## src/rtl/uart_arb_pkg.sv

```systemverilog
// Shared types for the uart_tx round-robin arbiter.
package uart_arb_pkg;

  typedef enum logic [1:0] {
    IDLE = 2'd0,
    HDR  = 2'd1,
    XFER = 2'd2
  } state_t;

  // MSB flag that marks a header byte on the UART stream
  localparam logic HDR_MARK = 1'b1;

endpackage

```

## src/rtl/rr_pick.sv

```systemverilog
// Combinational round-robin picker: first set request at or after rr_ptr_i, wrapping.
module rr_pick
  import uart_arb_pkg::*;
#(
  parameter int unsigned N  = 4,
  parameter int unsigned IW = $clog2(N)
) (
  input  logic [N-1:0]  req_i,
  input  logic [IW-1:0] rr_ptr_i,
  output logic          found_o,
  output logic [IW-1:0] idx_o
);

  int unsigned j;

  always_comb begin
    found_o = 1'b0;
    idx_o   = '0;
    j       = 0;
    for (int unsigned i = 0; i < N; i++) begin
      // explicit wrap so N need not be a power of two
      j = 32'(rr_ptr_i) + i;
      if (j >= N) j = j - N;
      if (!found_o && req_i[IW'(j)]) begin
        found_o = 1'b1;
        idx_o   = IW'(j);
      end
    end
  end

endmodule

```

## src/rtl/uart_tx_arbiter.sv

```systemverilog
// Round-robin arbiter sharing one uart_tx write port between NUM_REQ byte streams.
// Optional per-grant header byte enabled by defining UART_TX_ARB_HDR_EN.
module uart_tx_arbiter
  import uart_arb_pkg::*;
#(
  parameter int unsigned NUM_REQ    = 4,
  parameter int unsigned DATA_WIDTH = 8,
  parameter int unsigned MAX_BURST  = 16
) (
  input  logic                          clk_i,
  input  logic                          rst_ni,
  input  logic [NUM_REQ-1:0]            req_valid_i,
  input  logic [NUM_REQ*DATA_WIDTH-1:0] req_data_i,
  input  logic [NUM_REQ-1:0]            req_last_i,
  output logic [NUM_REQ-1:0]            req_ready_o,
  input  logic                          tx_full_i,
  output logic                          tx_we_o,
  output logic [DATA_WIDTH-1:0]         tx_data_o,
  output logic [NUM_REQ-1:0]            grant_o,
  output logic                          busy_o
);

  localparam int unsigned IW = $clog2(NUM_REQ);
  localparam int unsigned BW = $clog2(MAX_BURST);

  state_t        state_q, state_d;
  logic [IW-1:0] g_q, g_d;
  logic [IW-1:0] rr_ptr_q, rr_ptr_d;
  logic [BW-1:0] burst_cnt_q, burst_cnt_d;
  logic          pick_found;
  logic [IW-1:0] pick_idx;

  rr_pick #(
    .N  (NUM_REQ),
    .IW (IW)
  ) u_rr_pick (
    .req_i    (req_valid_i),
    .rr_ptr_i (rr_ptr_q),
    .found_o  (pick_found),
    .idx_o    (pick_idx)
  );

  always_ff @(posedge clk_i) begin
    if (!rst_ni) begin
      state_q     <= IDLE;
      g_q         <= '0;
      rr_ptr_q    <= '0;
      burst_cnt_q <= '0;
    end else begin
      state_q     <= state_d;
      g_q         <= g_d;
      rr_ptr_q    <= rr_ptr_d;
      burst_cnt_q <= burst_cnt_d;
    end
  end

  always_comb begin
    state_d     = state_q;
    g_d         = g_q;
    rr_ptr_d    = rr_ptr_q;
    burst_cnt_d = burst_cnt_q;
    req_ready_o = '0;
    tx_we_o     = 1'b0;
    tx_data_o   = '0;
    grant_o     = '0;
    case (state_q)
      IDLE: begin
        if (pick_found) begin
          g_d = pick_idx;
`ifdef UART_TX_ARB_HDR_EN
          state_d = HDR;
`else
          state_d = XFER;
`endif
        end
      end
`ifdef UART_TX_ARB_HDR_EN
      HDR: begin
        grant_o[g_q] = 1'b1;
        if (!tx_full_i) begin
          tx_we_o   = 1'b1;
          tx_data_o = {HDR_MARK, (DATA_WIDTH-1)'(g_q)};
          state_d   = XFER;
        end
      end
`endif
      XFER: begin
        grant_o[g_q]     = 1'b1;
        req_ready_o[g_q] = !tx_full_i;
        if (req_valid_i[g_q] && !tx_full_i) begin
          tx_we_o     = 1'b1;
          tx_data_o   = req_data_i[g_q*DATA_WIDTH +: DATA_WIDTH];
          burst_cnt_d = burst_cnt_q + BW'(1);
          // release on packet end or on the last byte of a full burst
          if (req_last_i[g_q] || burst_cnt_q == BW'(MAX_BURST-1)) begin
            state_d     = IDLE;
            burst_cnt_d = '0;
            rr_ptr_d    = (g_q == IW'(NUM_REQ-1)) ? '0 : g_q + IW'(1);
          end
        end
      end
      default: state_d = IDLE;
    endcase
  end

  assign busy_o = (state_q != IDLE);

endmodule

```

## config.mk

```make
export PLATFORM = sky130hd
export DESIGN_NAME = uart_tx_arbiter
export DESIGN_NICKNAME = d
export VERILOG_FILES = /design/src/rtl/uart_arb_pkg.sv /design/src/rtl/rr_pick.sv /design/src/rtl/uart_tx_arbiter.sv
export SDC_FILE = /design/constraint.sdc
export NUM_CORES = 1
export LEC_CHECK = 0
export ABC_AREA = 1
export CORE_UTILIZATION = 45
export CTS_BUF_LIST = sky130_fd_sc_hd__clkbuf_2 sky130_fd_sc_hd__clkbuf_4 sky130_fd_sc_hd__clkbuf_8
export CTS_CLUSTER_SIZE = 28
export DETAILED_ROUTE_END_ITERATION = 8
export PLACE_DENSITY_LB_ADDON = 0.15
export SLEW_MARGIN = 20
export SYNTH_ARGS = -nofsm -noshare
export SYNTH_HDL_FRONTEND = slang
export SYNTH_HIERARCHICAL = 1
export SYNTH_SLANG_ARGS = --single-unit
```

## constraint.sdc

```tcl
create_clock -name clk_i -period 3.62 [get_ports clk_i]
set_clock_uncertainty 0.2 [all_clocks]
set_input_delay 0.362 -clock clk_i [delete_from_list [all_inputs] [get_ports clk_i]]
set_output_delay 0.362 -clock clk_i [all_outputs]
set_load 0.01 [all_outputs]
```

### Word level (Yosys, flattened, before mapping)

Cells that the tools add are included.

* register bits after elaboration: 10
* input bits: 43
* output and inout port bits: 18
* word-level logic and storage cells: 85

* add/sub/neg operators: 9
* $lt $le $gt $ge: 10
* eq/ne operators: 6
* shift operators: 1
* mux-type cells: 38
* bitwise gates (word level): 1
* reduce and logical (&&, ||, !) cells: 16

Operators by type and width (number)
* indexed part select 32 x 6 -> 8 bit: 1
* 2-to-1 mux 2 bit: 12
* 2-to-1 mux 8 bit: 2
* < comparator 2 x 3 -> 1 bit (second input constant): 5
* 2-to-1 mux 1 bit: 13
* binary-select mux 1 bit (select 2 bit): 6
* 2-to-1 mux 4 bit: 3
* >= comparator 3 bit (second input constant): 3
* subtractor 2 x 1 -> 2 bit (second input constant): 4
* adder 2 x 2 -> 3 bit (second input constant): 2
* != test 2 bit (second input constant): 3
* AND reduction 3 bit: 2
* logical AND 1 bit: 5
* adder 4 x 1 -> 4 bit (second input constant): 1
* bitwise AND 4 bit: 1
* equality test 2 bit (second input constant): 2
* equality test 4 bit (second input constant): 1
* zero test 1 bit: 4
* case mux 2 bit (2 select lines): 1
* AND reduction 2 bit: 2
* adder 2 x 1 -> 3 bit (second input constant): 1
* >= comparator 2 x 3 -> 1 bit (second input constant): 1
* adder 2 x 1 -> 2 bit (second input constant): 1
* demux 1 bit (select 2 bit): 1
* other kinds (4): 4

### Longest topological paths before layout

Gate-level depths: netlist of the first run.

* depth in word-level cells: 16
* gate-level depth with buffers: 12
* depth with buffers taken out: 12

### Modules after synthesis

Netlist of the first run, hierarchy kept.

Modules (own cells, without submodules)
* uart_tx_arbiter: times used 1, cells each 165, area each 999.7 um^2, seq. area each 180.2 um^2
* rr_pick: times used 1, cells each 59, area each 319.1 um^2, seq. area each 0.0 um^2

### Worst setup path after synthesis of the first run

Ideal clock, no wire load.

* kind: register to output
* start: register g_q[1]
* end: output port req_ready_o[0]
* arrival: 1.202 ns
* required time: 3.058 ns
* slack: 1.856 ns
* stages on the path, launching flop included: 6
* path buffers: 1
* cell sequence: dfxtp_1 inv_1 buf_1 ha_1 inv_1 nor2_1

* longest elaborated chain between the ends: 6
* elaborated cells between the ends (all ways): 7
* those cells by class: 2 x order compare; 3 x mux; 1 x bitwise; 1 x reduce/logical

RTL lines
* start: declaration: line uart_tx_arbiter.sv:27 `logic [IW-1:0] g_q, g_d;`
* start signal: assignment: line uart_tx_arbiter.sv:51 `g_q <= g_d;`
* < comparator 2 x 3 -> 1 bit (implied by the code) or >= comparator 2 x 1 -> 1 bit (tied branches): line uart_tx_arbiter.sv:89 `req_ready_o[g_q] = !tx_full_i;`
* logical AND 1 bit (implied by the code): line uart_tx_arbiter.sv:89
* 2-to-1 mux 1 bit (implied by the code): line uart_tx_arbiter.sv:89
* demux 1 bit (select 2 bit) (*): line uart_tx_arbiter.sv:89
* bitwise AND 4 bit (no source line) (*)
* 2-to-1 mux 4 bit (*): line uart_tx_arbiter.sv:66 `case (state_q)`
* end: declaration: line uart_tx_arbiter.sv:15 `output logic [NUM_REQ-1:0] req_ready_o,`

Every way passes the cells marked *; elsewhere a longest branch is shown, timed or not.

### Final worst setup path of the first run

* start: register g_q[1]
* end: output port tx_data_o[3]

* longest elaborated chain between the ends: 5
* elaborated cells between the ends (all ways): 6
* those cells by class: 1 x shift; 4 x mux; 1 x reduce/logical

RTL lines
* branches (longest 3 deep; another with indexed part select 32 x 6 -> 8 bit)
* 2-to-1 mux 8 bit (*): line uart_tx_arbiter.sv:90 `if (req_valid_i[g_q] && !tx_full_i) begin`
* 2-to-1 mux 8 bit (*): line uart_tx_arbiter.sv:66
* end: declaration: line uart_tx_arbiter.sv:18 `output logic [DATA_WIDTH-1:0] tx_data_o,`

Mark *: on every way between the ends. The select of a mux whose other input is x is not followed.

==> flow_summary.toml, run 1 <==
[cells_and_area]
final_cell_mix = "60 x clkdlybuf4s50_1, 52 x nand2_1, 41 x nor2_1, 22 x inv_1, 18 x o21ai_0"
drive_gt1_share_pct = 16.0
final_common_cell = "clkdlybuf4s50_1"
regArea_um2 = 180
fin_nets = 330
multi_input_area_um2 = 975
fillers = 264
num_antenna_cells = 0
fin_area_um2 = 1930
area_growth_pct = 46.6

[sta]
rsz0062_at_grt = "false"
post-route-period-util_pct = 85.1
holdWs_ps = 359
timing.slew.headroom_pct = 66.2
max_freq_ghz = 0.325
finalSetupViolations = 0
hold_viol = 0
maxSlewViolCount = 0
finalCriticalPeriod_ps = 3080
tightest_slew_ps = 507
setup_tns_ps = 0

[drt]
drt_pass1_iterations = 4
final_antenna_net_count = 0
num_vias = 1531
drc = 0
routedWlPerCell_um = 11.6
routed_wl_mm = 3.62
drt-initial-drc-count = 99
via_per_inst = 4.91

[worst_setup_path]
cp_data_required_time_ps = 3060
path_class = "register to output pin"
path_cells = "inv_1 > nand3_4 > nand3_2 > a21oi_1 > clkdlybuf4s50_1"
arrival_ps = 2520
r2r_start = "g_q[1]"
cp_max_fo = 14
end_kind = "output pin"
cp-startpoint = "g_q[1]"
reg2reg_depth = 7
start_kind = "register"
slowest_delay_ps = 620
ff2ff_setup_slack_ps = 1570
crit_end = "tx_data_o[3]"
slowest_stage = "dfxtp_1"
regToRegEndpoint = "burst_cnt_q[0]"

[clocking]
cts.path.max_buffers = 2
cts_buffers = 3
clock-root-buffer = "clkbuf_4"
ctsHoldBuffers = 0
cts_sinks = 9
insertion_delay_ps = 270
cts_resized = 0
clk_pin_slew_worst_paths_ps = 60
cts_tree = "built"
cts_setup_buffers = 0
cts_max_level = 1

[floorplanning]
io_pins = 61
rows = 19
start_util_pct = 47.8
die_w_um = 56.1
design.core.area_um2 = 2760
dieArea_um2 = 3150
die_height_um = 56.1

[placement]
placed_cell_area_um2 = 1900
dpl.hpwl_mm = 2.81
gp_congestion = 0.800
portBuffers = 60

[hold_path]
holdPathStages = 3
hp-class = "register to register"

[synthesis]
ys_ff_latch = 9
yosys_warnings = 6
synth_fp_nets = 272
netlist_instances = 224
postSynthAreaPerCell_um2 = 5.89
ys_types = 24
netlist_area_um2 = 1320
ys_seq_area_share_pct = 13.7

[global_route]
grt_max_degree = 25
grt_pass1_wl_mm = 6.36
grt.total_usage_pct = 24.4
grt_pass1_vias = 1436
grt_antenna_before_repair = 0
overflow = 0

[pwr]
power.internal_uw = 308
leakage_uw = 0.000894
p_sw_uw = 244
pwr-share-seq_pct = 23.2
p_per_area_nw_per_um2 = 286
sw_frac_of_total_pct = 44.2
comb_power_share_pct = 61.0
p_clk_share_pct = 15.8
ir_worst_vdd_uv = 287

[run_status]
outcome = "finished clean"

[run]
drv_cap = 0
[cell families (layout without fill, tap and decap cells)]
logic type,count (synthesis),after routing,synth area share [%]
compound gates,33,33,12.8
fa+ha+maj,5,5,4.74
buf+inv,35,92,12.4
flops,9,9,13.7
simple gates,142,142,56.4
[routing by layer]
metal	wire length [um]	part of all wire, %	GRT usage, %	vias to the layer above
met5	0	0	0	-
met4	14	0.39	4.18	0
met3	202	5.6	3.26	2
met2	1680	46	41.3	47
met1	1730	48	33.3	665
li1	-	-	-	817
[Yosys cell counts]
cell type	count	share of area [%]
nor2_1	41	12
o21ai_1	1	0.38
nand3_2	5	3.8
a21oi_1	13	4.9
nand3b_1	1	0.57
buf_6	3	2.6
nand2_2	12	5.7
dfxtp_1	9	14
o21ai_2	1	0.66
buf_2	2	0.76
o21ai_0	18	6.8
nor2_8	2	3.0
nand2_4	7	6.0
nor2_4	1	0.85
inv_1	22	6.3
nor2_2	6	2.8
buf_1	1	0.28
ha_1	5	4.7
nand3_1	9	3.4
nand4_1	5	2.4
nand3_4	1	1.3
buf_4	2	1.1
inv_2	5	1.4
nand2_1	52	15
[sequential cells by signal (all words and copies together), names as in the netlist]
name         cells
burst_cnt_q      4
g_q              2
rr_ptr_q         2
state_q          1
[power groups by stage]
stage	registers [uW]	logic, uW	clock network (uW)
3_3_place_gp	129	332	0
4_1_cts	128	338	87.7
6_report	128	337	87.5
2_1_floorplan	122	235	0
3_5_place_dp	130	336	0
5_1_grt	131	379	90.6
[area by class of cell]
type / instances / area share, %
Inverter: 27 / 5.24
Multi-Input combinational cell: 180 / 50.4
Tap cell: 31 / 2.01
Sequential cell: 9 / 9.32
Clock buffer: 4 / 1.55
Timing Repair Buffer: 61 / 31.5
[metrics by stage]
stage / total power (uW) / setup slack, ps / util [%] / instances
6_report: 552 / 540 / 70.1 / 312
5_1_grt: 600 / 315 / 70.1 / 312
4_1_cts: 554 / 578 / 70.1 / 312
3_5_place_dp: 466 / 864 / 69.0 / 308
3_3_place_gp: 461 / 885 / 69.0 / 308
2_1_floorplan: 357 / 1860 / - / 224
[critical path: cells and delay by family (launching register included)]
kind | cells | cell delay (ps)
AO/OA/AOI/OAI | 1 | 220
buffers and inverters | 2 | 940
flip-flops | 1 | 620
AND/OR/NAND/NOR | 2 | 480
[worst min path at each step]
stage / slack, ps / start / end
after floorplan: 280 / rst_ni / rr_ptr_q[1]
after global placement: 340 / burst_cnt_q[2] / burst_cnt_q[2]
after detailed placement: 340 / burst_cnt_q[2] / burst_cnt_q[2]
after CTS: 360 / burst_cnt_q[2] / burst_cnt_q[2]
after global routing: 410 / burst_cnt_q[0] / burst_cnt_q[0]
final: 360 / burst_cnt_q[2] / burst_cnt_q[2]
(Power assumes the default switching activity.)
==> run 2, diff against run 1 <==
Settings changed: GPL_TIMING_DRIVEN set to 0.
==> run 2 against run 1 <==
Critical path depth rose by 1. Sequential power is 3% lower. Setup slack improved by 280 ps. Clock power barely moved. Routed wire length up 1.8%. Sequential share of layout area down 0.26 points. Register-to-register slack improved by 160 ps. Global-route usage shrank 0.30 points. Critical path type unchanged. Highest routed layer is now met3.
==> flow_summary.toml, run 2 (synthesized netlist as in run 1, its figures left out) <==
[clocking]
cts_sinks = 9
clk_pin_slew_worst_paths_ps = 60
cts_buffers = 3
cts_resized = 0
insertion_delay_ps = 260
cts_tree = "built"
clock-root-buffer = "clkbuf_4"
cts_max_level = 1
ctsHoldBuffers = 0
cts.path.max_buffers = 2
cts_setup_buffers = 0

[sta]
tightest_slew_ps = 572
finalSetupViolations = 0
maxSlewViolCount = 0
finalCriticalPeriod_ps = 2800
setup_tns_ps = 0
post-route-period-util_pct = 77.2
max_freq_ghz = 0.358
timing.slew.headroom_pct = 61.9
rsz0062_at_grt = "false"
hold_viol = 0
holdWs_ps = 340

[cells_and_area]
final_common_cell = "clkdlybuf4s50_1"
top_register = "burst_cnt_q"
area_growth_pct = 50.8
num_antenna_cells = 0
largestRegisters = "burst_cnt_q (4), g_q (2), rr_ptr_q (2)"
largest_reg_flops = 4
fin_nets = 337
drive_gt1_share_pct = 17.7
final_cell_mix = "60 x clkdlybuf4s50_1, 52 x nand2_1, 41 x nor2_1, 22 x inv_1, 18 x o21ai_0"
stdcell_count = 319

[floorplanning]
dieArea_um2 = 3150
design.core.area_um2 = 2760
die_height_um = 56.1
start_util_pct = 47.8
rows = 19
io_pins = 61
die_w_um = 56.1

[pwr]
p_per_area_nw_per_um2 = 286
ir_worst_vdd_uv = 324
leakage_uw = 0.000925
finalPower_uw = 569

[worst_setup_path]
cp.depth = 6
crit_top_cell = "inv_1"
cp_data_required_time_ps = 3060
slowest_stage = "clkdlybuf4s50_1"
cp_top_family = "buffers and inverters"
start_kind = "register"
crit_buf_inv = 4
end_kind = "output pin"
slowest_delay_ps = 550
path_cells = "inv_1 > buf_1 > ha_1 > inv_1 > nor2_1 > clkdlybuf4s50_1"
arrival_ps = 2230
cp_max_fo = 11
path_class = "register to output pin"
reg2reg_depth = 7

[hold_path]
holdPathStages = 2
hp-class = "register to register"

[placement]
portBuffers = 60
placed_cells = 315
dpl.hpwl_mm = 2.96
gp_congestion = 0.782

[global_route]
grt_pass1_vias = 1399
use_met1_pct = 30.0
met3_usage_pct = 5.81
grt_pass1_wl_mm = 6.19
grt_antenna_before_repair = 0
grt_max_degree = 12
grt.total_usage_pct = 24.1
gr-usage-met2_pct = 43.4
busiest_layer = "met2"
overflow = 0

[drt]
routedWlPerCell_um = 11.6
drt_pass1_iterations = 4
num_vias = 1572
via_per_inst = 4.93
drt-initial-drc-count = 56
final_antenna_net_count = 0
routed_wl_mm = 3.69
drc = 0

[run_status]
outcome = "finished clean"

[run]
drv_cap = 0
==> run 2: through the flow <==
step / utilization [%] / cell area (um2) / setup slack, ps
6_report: 72.1 / 1990 / 824
5_1_grt: 72.1 / 1990 / 710
4_1_cts: 72.1 / 1990 / 795
3_5_place_dp: 71.0 / 1960 / 984
3_3_place_gp: 71.0 / 1960 / 973
2_1_floorplan: - / 1320 / 1860
==> run 2: area by class of cell <==
class	count	area, um2
timing repair buffer	60	601
buffer	8	62.6
sequential	9	180
fill	241	769
clock buffer	4	30.0
inverter	27	101
tap	31	38.8
multi-input combinational	180	975
==> run 2: path summary, 6_finish.rpt <==
kind / startpoint / end / slack, ps
max: g_q[1] / req_ready_o[1] / 820
min: rr_ptr_q[0] / rr_ptr_q[0] / 340
max reg2reg: g_q[1] / rr_ptr_q[1] / 1730
min reg2reg: rr_ptr_q[0] / rr_ptr_q[0] / 340
==> run 2: worst min-delay path, delay by kind of cell (launching register included) <==
family	cells	cell delay, ps
AOI/OAI and AO/OA	1	120
DFF	1	340
and+or+nand+nor	1	50
==> run 2: per-layer routing <==
metal	share of wire, %	wire, um	vias to the layer above
met4	0	0	0
met2	46	1680	50
met1	47	1740	690
met3	7.1	261	0
met5	0	0	-
li1	-	-	832
==> run 2: power by group <==
group          internal, uW  switching, uW
combinational           162            195
sequential              109           15.4
clock                  50.1           37.1
total                   321            248
